[src/rtl/instr_fetch_if.sv]
// Fetch-side bus bundle: instruction memory request/response, core redirect, and decode handoff.
// The master modport is the fetch unit; the slave modport is the memory/core/decode side.
interface instr_fetch_if #(
    parameter int unsigned BIT_COUNT = 32
);
    logic [BIT_COUNT-1:0] InstrAdr;
    logic                 ReqValid;
    logic                 ReqReady;
    logic                 RespValid;
    logic [31:0]          RespInstr;
    logic                 Redirect;
    logic [BIT_COUNT-1:0] RedirectAdr;
    logic                 InstrValid;
    logic [31:0]          Instr;
    logic [BIT_COUNT-1:0] InstrPC;
    logic                 InstrReady;

    modport master (
        output InstrAdr, ReqValid, InstrValid, Instr, InstrPC,
        input  ReqReady, RespValid, RespInstr, Redirect, RedirectAdr, InstrReady
    );

    modport slave (
        input  InstrAdr, ReqValid, InstrValid, Instr, InstrPC,
        output ReqReady, RespValid, RespInstr, Redirect, RedirectAdr, InstrReady
    );
endinterface

[src/rtl/instr_fetch_unit.sv]
// Fetch stage: owns the fetch PC, issues credit-limited word requests, queues returned
// instructions in order for decode, and flushes/drops in-flight work on redirect.
module instr_fetch_unit #(
    parameter int unsigned          BIT_COUNT    = 32,
    parameter logic [BIT_COUNT-1:0] RESET_VECTOR = '0,
    parameter int unsigned          QUEUE_DEPTH  = 2
) (
    input logic           clk,
    input logic           reset,
    instr_fetch_if.master bus
);
    localparam int unsigned PTR_W = $clog2(QUEUE_DEPTH);
    localparam int unsigned CNT_W = PTR_W + 1;
    localparam int unsigned SUM_W = CNT_W + 1;

    typedef struct packed {
        logic [BIT_COUNT-1:0] pc;
        logic [31:0]          instr;
    } queueEntry_t;

    logic [BIT_COUNT-1:0] fetchPC;
    logic [BIT_COUNT-1:0] tagMem [QUEUE_DEPTH];
    logic [PTR_W-1:0]     tagWrPtr;
    logic [PTR_W-1:0]     tagRdPtr;
    queueEntry_t          queueMem [QUEUE_DEPTH];
    logic [PTR_W-1:0]     qWrPtr;
    logic [PTR_W-1:0]     qRdPtr;
    logic [CNT_W-1:0]     qCount;
    logic [CNT_W-1:0]     outstanding;
    logic [CNT_W-1:0]     dropCnt;

    logic creditOk;
    logic reqFire;
    logic respFire;
    logic pushQ;
    logic popQ;

    // Every request in flight already owns a queue slot, so responses can never overflow it.
    assign creditOk = (SUM_W'(qCount) + SUM_W'(outstanding)) < SUM_W'(QUEUE_DEPTH);
    assign bus.ReqValid = reset & !bus.Redirect & (dropCnt == '0) & creditOk;
    assign reqFire  = bus.ReqValid & bus.ReqReady;
    // A response with nothing outstanding is a protocol error and is ignored.
    assign respFire = bus.RespValid & (outstanding != '0);
    assign pushQ    = respFire & (dropCnt == '0) & !bus.Redirect;
    assign popQ     = bus.InstrValid & bus.InstrReady;

    assign bus.InstrAdr   = fetchPC;
    assign bus.InstrValid = (qCount != '0);
    assign bus.Instr      = queueMem[qRdPtr].instr;
    assign bus.InstrPC    = queueMem[qRdPtr].pc;

    always_ff @(posedge clk or negedge reset) begin
        if (!reset) begin
            fetchPC     <= RESET_VECTOR;
            tagWrPtr    <= '0;
            tagRdPtr    <= '0;
            qWrPtr      <= '0;
            qRdPtr      <= '0;
            qCount      <= '0;
            outstanding <= '0;
            dropCnt     <= '0;
            for (int i = 0; i < QUEUE_DEPTH; i++) begin
                tagMem[i]   <= '0;
                queueMem[i] <= '0;
            end
        end else begin
            // The PC tag FIFO tracks every request until its response returns, even across redirects.
            if (reqFire) begin
                tagMem[tagWrPtr] <= fetchPC;
                tagWrPtr         <= tagWrPtr + PTR_W'(1);
            end
            if (respFire) begin
                tagRdPtr <= tagRdPtr + PTR_W'(1);
            end
            outstanding <= outstanding + CNT_W'(reqFire) - CNT_W'(respFire);

            if (bus.Redirect) begin
                // Everything still in flight belongs to the abandoned stream.
                fetchPC <= bus.RedirectAdr & ~BIT_COUNT'(3);
                dropCnt <= outstanding - CNT_W'(respFire);
                qWrPtr  <= '0;
                qRdPtr  <= '0;
                qCount  <= '0;
            end else begin
                if (reqFire) begin
                    fetchPC <= fetchPC + BIT_COUNT'(4);
                end
                if (respFire && (dropCnt != '0)) begin
                    dropCnt <= dropCnt - CNT_W'(1);
                end
                if (pushQ) begin
                    queueMem[qWrPtr] <= '{pc: tagMem[tagRdPtr], instr: bus.RespInstr};
                    qWrPtr           <= qWrPtr + PTR_W'(1);
                end
                if (popQ) begin
                    qRdPtr <= qRdPtr + PTR_W'(1);
                end
                qCount <= qCount + CNT_W'(pushQ) - CNT_W'(popQ);
            end
        end
    end
endmodule

[src/flat_wrapper.sv]
// flat-port wrapper written by rule: the top's interface ports become plain ports
module instr_fetch_unit_flat 
#(
    parameter int unsigned          BIT_COUNT    = 32,
    parameter logic [BIT_COUNT-1:0] RESET_VECTOR = '0,
    parameter int unsigned          QUEUE_DEPTH  = 2
)
  (clk, reset, bus_InstrAdr, bus_ReqValid, bus_InstrValid, bus_Instr, bus_InstrPC, bus_ReqReady, bus_RespValid, bus_RespInstr, bus_Redirect, bus_RedirectAdr, bus_InstrReady);
  instr_fetch_if #(.BIT_COUNT(BIT_COUNT)) bus_i ();
  input logic clk;
  input logic reset;
  output wire logic [$bits(bus_i.InstrAdr)-1:0] bus_InstrAdr;
  output wire logic [$bits(bus_i.ReqValid)-1:0] bus_ReqValid;
  output wire logic [$bits(bus_i.InstrValid)-1:0] bus_InstrValid;
  output wire logic [$bits(bus_i.Instr)-1:0] bus_Instr;
  output wire logic [$bits(bus_i.InstrPC)-1:0] bus_InstrPC;
  input wire logic [$bits(bus_i.ReqReady)-1:0] bus_ReqReady;
  input wire logic [$bits(bus_i.RespValid)-1:0] bus_RespValid;
  input wire logic [$bits(bus_i.RespInstr)-1:0] bus_RespInstr;
  input wire logic [$bits(bus_i.Redirect)-1:0] bus_Redirect;
  input wire logic [$bits(bus_i.RedirectAdr)-1:0] bus_RedirectAdr;
  input wire logic [$bits(bus_i.InstrReady)-1:0] bus_InstrReady;
  assign bus_InstrAdr = bus_i.InstrAdr;
  assign bus_ReqValid = bus_i.ReqValid;
  assign bus_InstrValid = bus_i.InstrValid;
  assign bus_Instr = bus_i.Instr;
  assign bus_InstrPC = bus_i.InstrPC;
  assign bus_i.ReqReady = bus_ReqReady;
  assign bus_i.RespValid = bus_RespValid;
  assign bus_i.RespInstr = bus_RespInstr;
  assign bus_i.Redirect = bus_Redirect;
  assign bus_i.RedirectAdr = bus_RedirectAdr;
  assign bus_i.InstrReady = bus_InstrReady;
  instr_fetch_unit #(.BIT_COUNT(BIT_COUNT), .RESET_VECTOR(RESET_VECTOR), .QUEUE_DEPTH(QUEUE_DEPTH)) u_core (.clk(clk), .reset(reset), .bus(bus_i));
endmodule
[config.mk]
export PLATFORM = sky130hd
export DESIGN_NAME = instr_fetch_unit_flat
export DESIGN_NICKNAME = d
export VERILOG_FILES = /design/src/rtl/instr_fetch_if.sv /design/src/rtl/instr_fetch_unit.sv /design/src/flat_wrapper.sv
export SDC_FILE = /design/constraint.sdc
export NUM_CORES = 1
export LEC_CHECK = 0
export CAP_MARGIN = 20
export CORE_MARGIN = 2
export CORE_UTILIZATION = 50
export CTS_BUF_LIST = sky130_fd_sc_hd__clkbuf_8
export DETAILED_ROUTE_END_ITERATION = 8
export GPL_ROUTABILITY_DRIVEN = 1
export PLACE_DENSITY = 0.86
export SYNTH_ARGS = -nofsm -noshare
export SYNTH_HDL_FRONTEND = slang
export SYNTH_SLANG_ARGS = --single-unit
export TNS_END_PERCENT = 50
[constraint.sdc]
create_clock -name clk -period 3 [get_ports clk]
set_input_delay 0.9 -clock clk [delete_from_list [all_inputs] [get_ports clk]]
set_output_delay 0.9 -clock clk [all_outputs]
set_load 0.01 [all_outputs]
==> results.yml <==
global_routing:
  globalRouteMet2Util_pct: 33.6
  overflow: 0
  grt_max_degree: 87
  antenna_violations_before_repair: 0
  grt_first_pass_wirelength_um: 37300
  grt-busiest-layer: "met2"
  grtUsageMet3_pct: 4.72
  number_of_global_route_vias_before_repair: 7340
  global_route_met1_usage_pct: 29.8
  groute.usage.overall_pct: 21.5
power_and_ir_drop:
  leakage_nw: 6.29
  pwr_density_cell_nw_per_um2: 867
  worst_vdd_ir_v: 0.000472
  power_mw: 11.2
logic_synthesis:
  synth_async_sr_flop_share_pct: 100
  seq_area_frac_synth_pct: 55.2
  synth_area_um2: 10200
  synth-edff-count: 0
  synth-seq-cells: 224
  yosysUniqueCellTypes: 54
  yosys_most_used_dff: "dfrtp_1"
  yosysWarnings: 0
  postSynthAreaPerCell_um2: 12.1
  netlist_instances: 839
setup_path:
  r2r_end: "u_core.bus.InstrAdr[28]$_DFFE_PN0P_"
  reg2reg_from: "u_core.qCount[0]$_DFF_PN0_"
  critical_path.endpoint_type: "primary output"
  cp_cell_sequence: "buf_6, mux2_2, clkdlybuf4s50_1"
  start_kind: "flop"
  slowest_stage: "clkdlybuf4s50_1"
  reg2reg_slack_ns: 0.32
  cp_top_family: "buffers and inverters"
  critical_path_cell_count: 3
  timing.critical_path.required_ns: 2.10
  worst_path_largest_cell_delay_ns: 0.53
  worst_endpoint_data_arrival_time_ns: 2.03
  critical_path_peak_fanout: 18
  worstPathBufferInverterCount: 2
  worst-setup-path-type: "flop to primary output"
  worst_r2r_path_depth: 10
worst_hold_path:
  hold_path.startpoint: "u_core.queueMem[42]$_DFFE_PN0P_"
  min_path_type: "flop to flop"
  min_to: "u_core.queueMem[42]$_DFFE_PN0P_"
  min_path_cells: 2
run:
  maxCapViolations: 0
sta:
  finalSetupViolations: 0
  timing.setup.tns_ns: 0
  slew-limit-headroom_pct: 52.6
  timing.final.max_slew_violations: 0
  rsz0062_at_grt: "no"
  setup_slack_ns: 0.0687
  holdWs_ns: 0.473
  report.final.hold_viol_count: 0
  worstMarginPinSlew_ns: 0.711
  fmaxAchievable_ghz: 0.341
  final.min_clock_period_ns: 2.93
  layout_worst_path_cycle_share_pct: 97.7
  skew_ns: 0.0245
cells_and_area:
  multiInputGateArea_um2: 4250
  final_cells: 1307
  design.final.nets: 1088
  final_core_utilization_pct: 64.3
  most_frequent_cells_in_the_layout: "223 x dfrtp_1, 183 x mux2_2, 113 x clkdlybuf4s50_1, 69 x nand2_1, 57 x nor2_1"
  n_antenna_cell: 0
  layout_cells_sized_above_1_pct: 26.6
  syn2layout_area_growth_pct: 27.4
  fill_cells: 1441
  finalInstanceArea_um2: 12900
  most_common_cell_after_layout_fill_and_taps_aside: "dfrtp_1"
  regArea_um2: 5610
drt:
  vias_per_cell: 5.47
  detail_route.iter0.violations: 439
  antenna_violating_nets_post_route: 0
  overall_via_count_from_detail_route: 7145
  route.detailed.drc: 0
  drt-wirelength-per-cell_um: 17.9
  routed_wirelength_um: 23400
  drt_pre_antenna_iters: 4
clock_network:
  clk_pin_slew_ns: 0.06
  htree_num_levels: 2
  sink_count_of_the_clock_tree: 224
  holdBufCountCts: 0
  insertion_delay_ns: 0.53
  cts_made_buffers: 37
  tritoncts: "yes"
  ctsRootBufferMaster: "clkbuf_8"
  clock_path_buffers: 3
floorplanning:
  placeableCoreArea_um2: 20100
  fp.dieW_um: 146
  rows: 52
  design.portCount: 168
  initial_core_util_pct: 50.5
  area_of_the_die_um2: 21500
  die_h_um: 146
placement:
  gp_routability_congestion: 0.875
  preCtsSetupSlack_ns: -0.247
  number_of_placed_instances_taps_included: 1240
  placedInstanceArea_um2: 12100
  buffer_ports.inserted: 161
  dp_hpwl_um: 15200
outcome:
  status: "completed"
[flip-flops by register name, summed over array words and instances (netlist names)]
name,cells
u_core.bus.InstrAdr,30
u_core.tagMem,60
u_core.tagWrPtr,1
u_core.dropCnt,2
u_core.tagRdPtr,1
u_core.outstanding,2
u_core.qRdPtr,1
u_core.qWrPtr,1
u_core.queueMem,124
u_core.qCount,2
[synth_stat cells (2+ instances only)]
cell type	count	share of area (%)
a221o_1	7	0.69
o21a_1	2	0.15
o311ai_0	4	0.35
a31oi_1	3	0.18
xnor2_1	12	1.0
buf_4	11	0.81
inv_1	11	0.41
o221ai_1	2	0.17
xor2_1	3	0.26
and3_1	3	0.18
a31o_2	3	0.26
nand4_1	13	0.80
o211ai_1	6	0.44
nor2b_1	2	0.12
and2_1	3	0.18
buf_2	15	0.74
nor3_1	8	0.39
mux2_2	183	20
nand3_2	2	0.20
nand2_1	70	2.6
ha_1	6	0.74
buf_1	9	0.33
clkbuf_1	19	0.70
nand3_1	15	0.74
a21oi_1	39	1.9
nor2_1	58	2.1
mux2i_1	34	3.4
o21ai_0	47	2.3
dfrtp_1	224	55
[cell families (layout without fill, tap and decap cells)]
logic type / Yosys count / after routing / share of synthesized area (%)
AND/OR/NAND/NOR: 189 / 189 / 8.74
adder cells (fa/ha/maj): 7 / 7 / 0.937
multiplexers: 217 / 217 / 23.7
XOR/XNOR: 15 / 15 / 1.29
flip-flops: 224 / 224 / 55.2
buffers and inverters: 67 / 262 / 3.19
AO/OA/AOI/OAI: 119 / 119 / 6.93
other: 1 / 4 / 0.0369
[metal layers]
metal  share of wire, %  wire [µm]
met5                  0          0
met4                2.8        647
met3                6.9       1600
met2                 46      10800
met1                 44      10300
[worst register-to-register path, delay by kind of cell, from the launching register on]
kind            cells  cell delay, ns
compound gates      2            0.23
fa+ha+maj           1            0.52
buf+inv             3            0.41
flops               1            0.38
simple gates        4            1.05
[power breakdown]
group / internal (mW) / switching (mW) / leakage (nW) / total (mW)
sequential: 3.94 / 0.566 / 2.92 / 4.51
clock: 1.36 / 1.20 / 0.412 / 2.55
combinational: 2.37 / 1.77 / 2.96 / 4.14
total: 7.66 / 3.54 / 6.29 / 11.2
[repair_timing]
action	in CTS	in global routing
pin swaps	0	1
resized for setup	12	39
setup endpoints to repair	11	39
setup buffers	0	0
[worst max path at each step]
stage / slack [ns] / start / end
after floorplan: 0.53 / bus_Redirect / bus_ReqValid
after global placement: -0.24 / bus_Redirect / bus_ReqValid
after detailed placement: -0.25 / bus_Redirect / bus_ReqValid
after CTS: -0.03 / u_core.qCount[0]$_DFF_PN0_ / bus_ReqValid
after global routing: 0.003 / u_core.qRdPtr$_DFFE_PN0P_ / bus_InstrPC[29]
final: 0.07 / u_core.qRdPtr$_DFFE_PN0P_ / bus_InstrPC[28]
[layout make-up]
class,instances,area share [%]
multi-input cells,551,32.9
inverters,12,0.387
repair buffers,185,15.2
well taps,270,2.61
clock buffers,45,4.79
flip-flops and latches,224,43.4
clock inverters,20,0.687
Power figures use the tool's default switching activity.
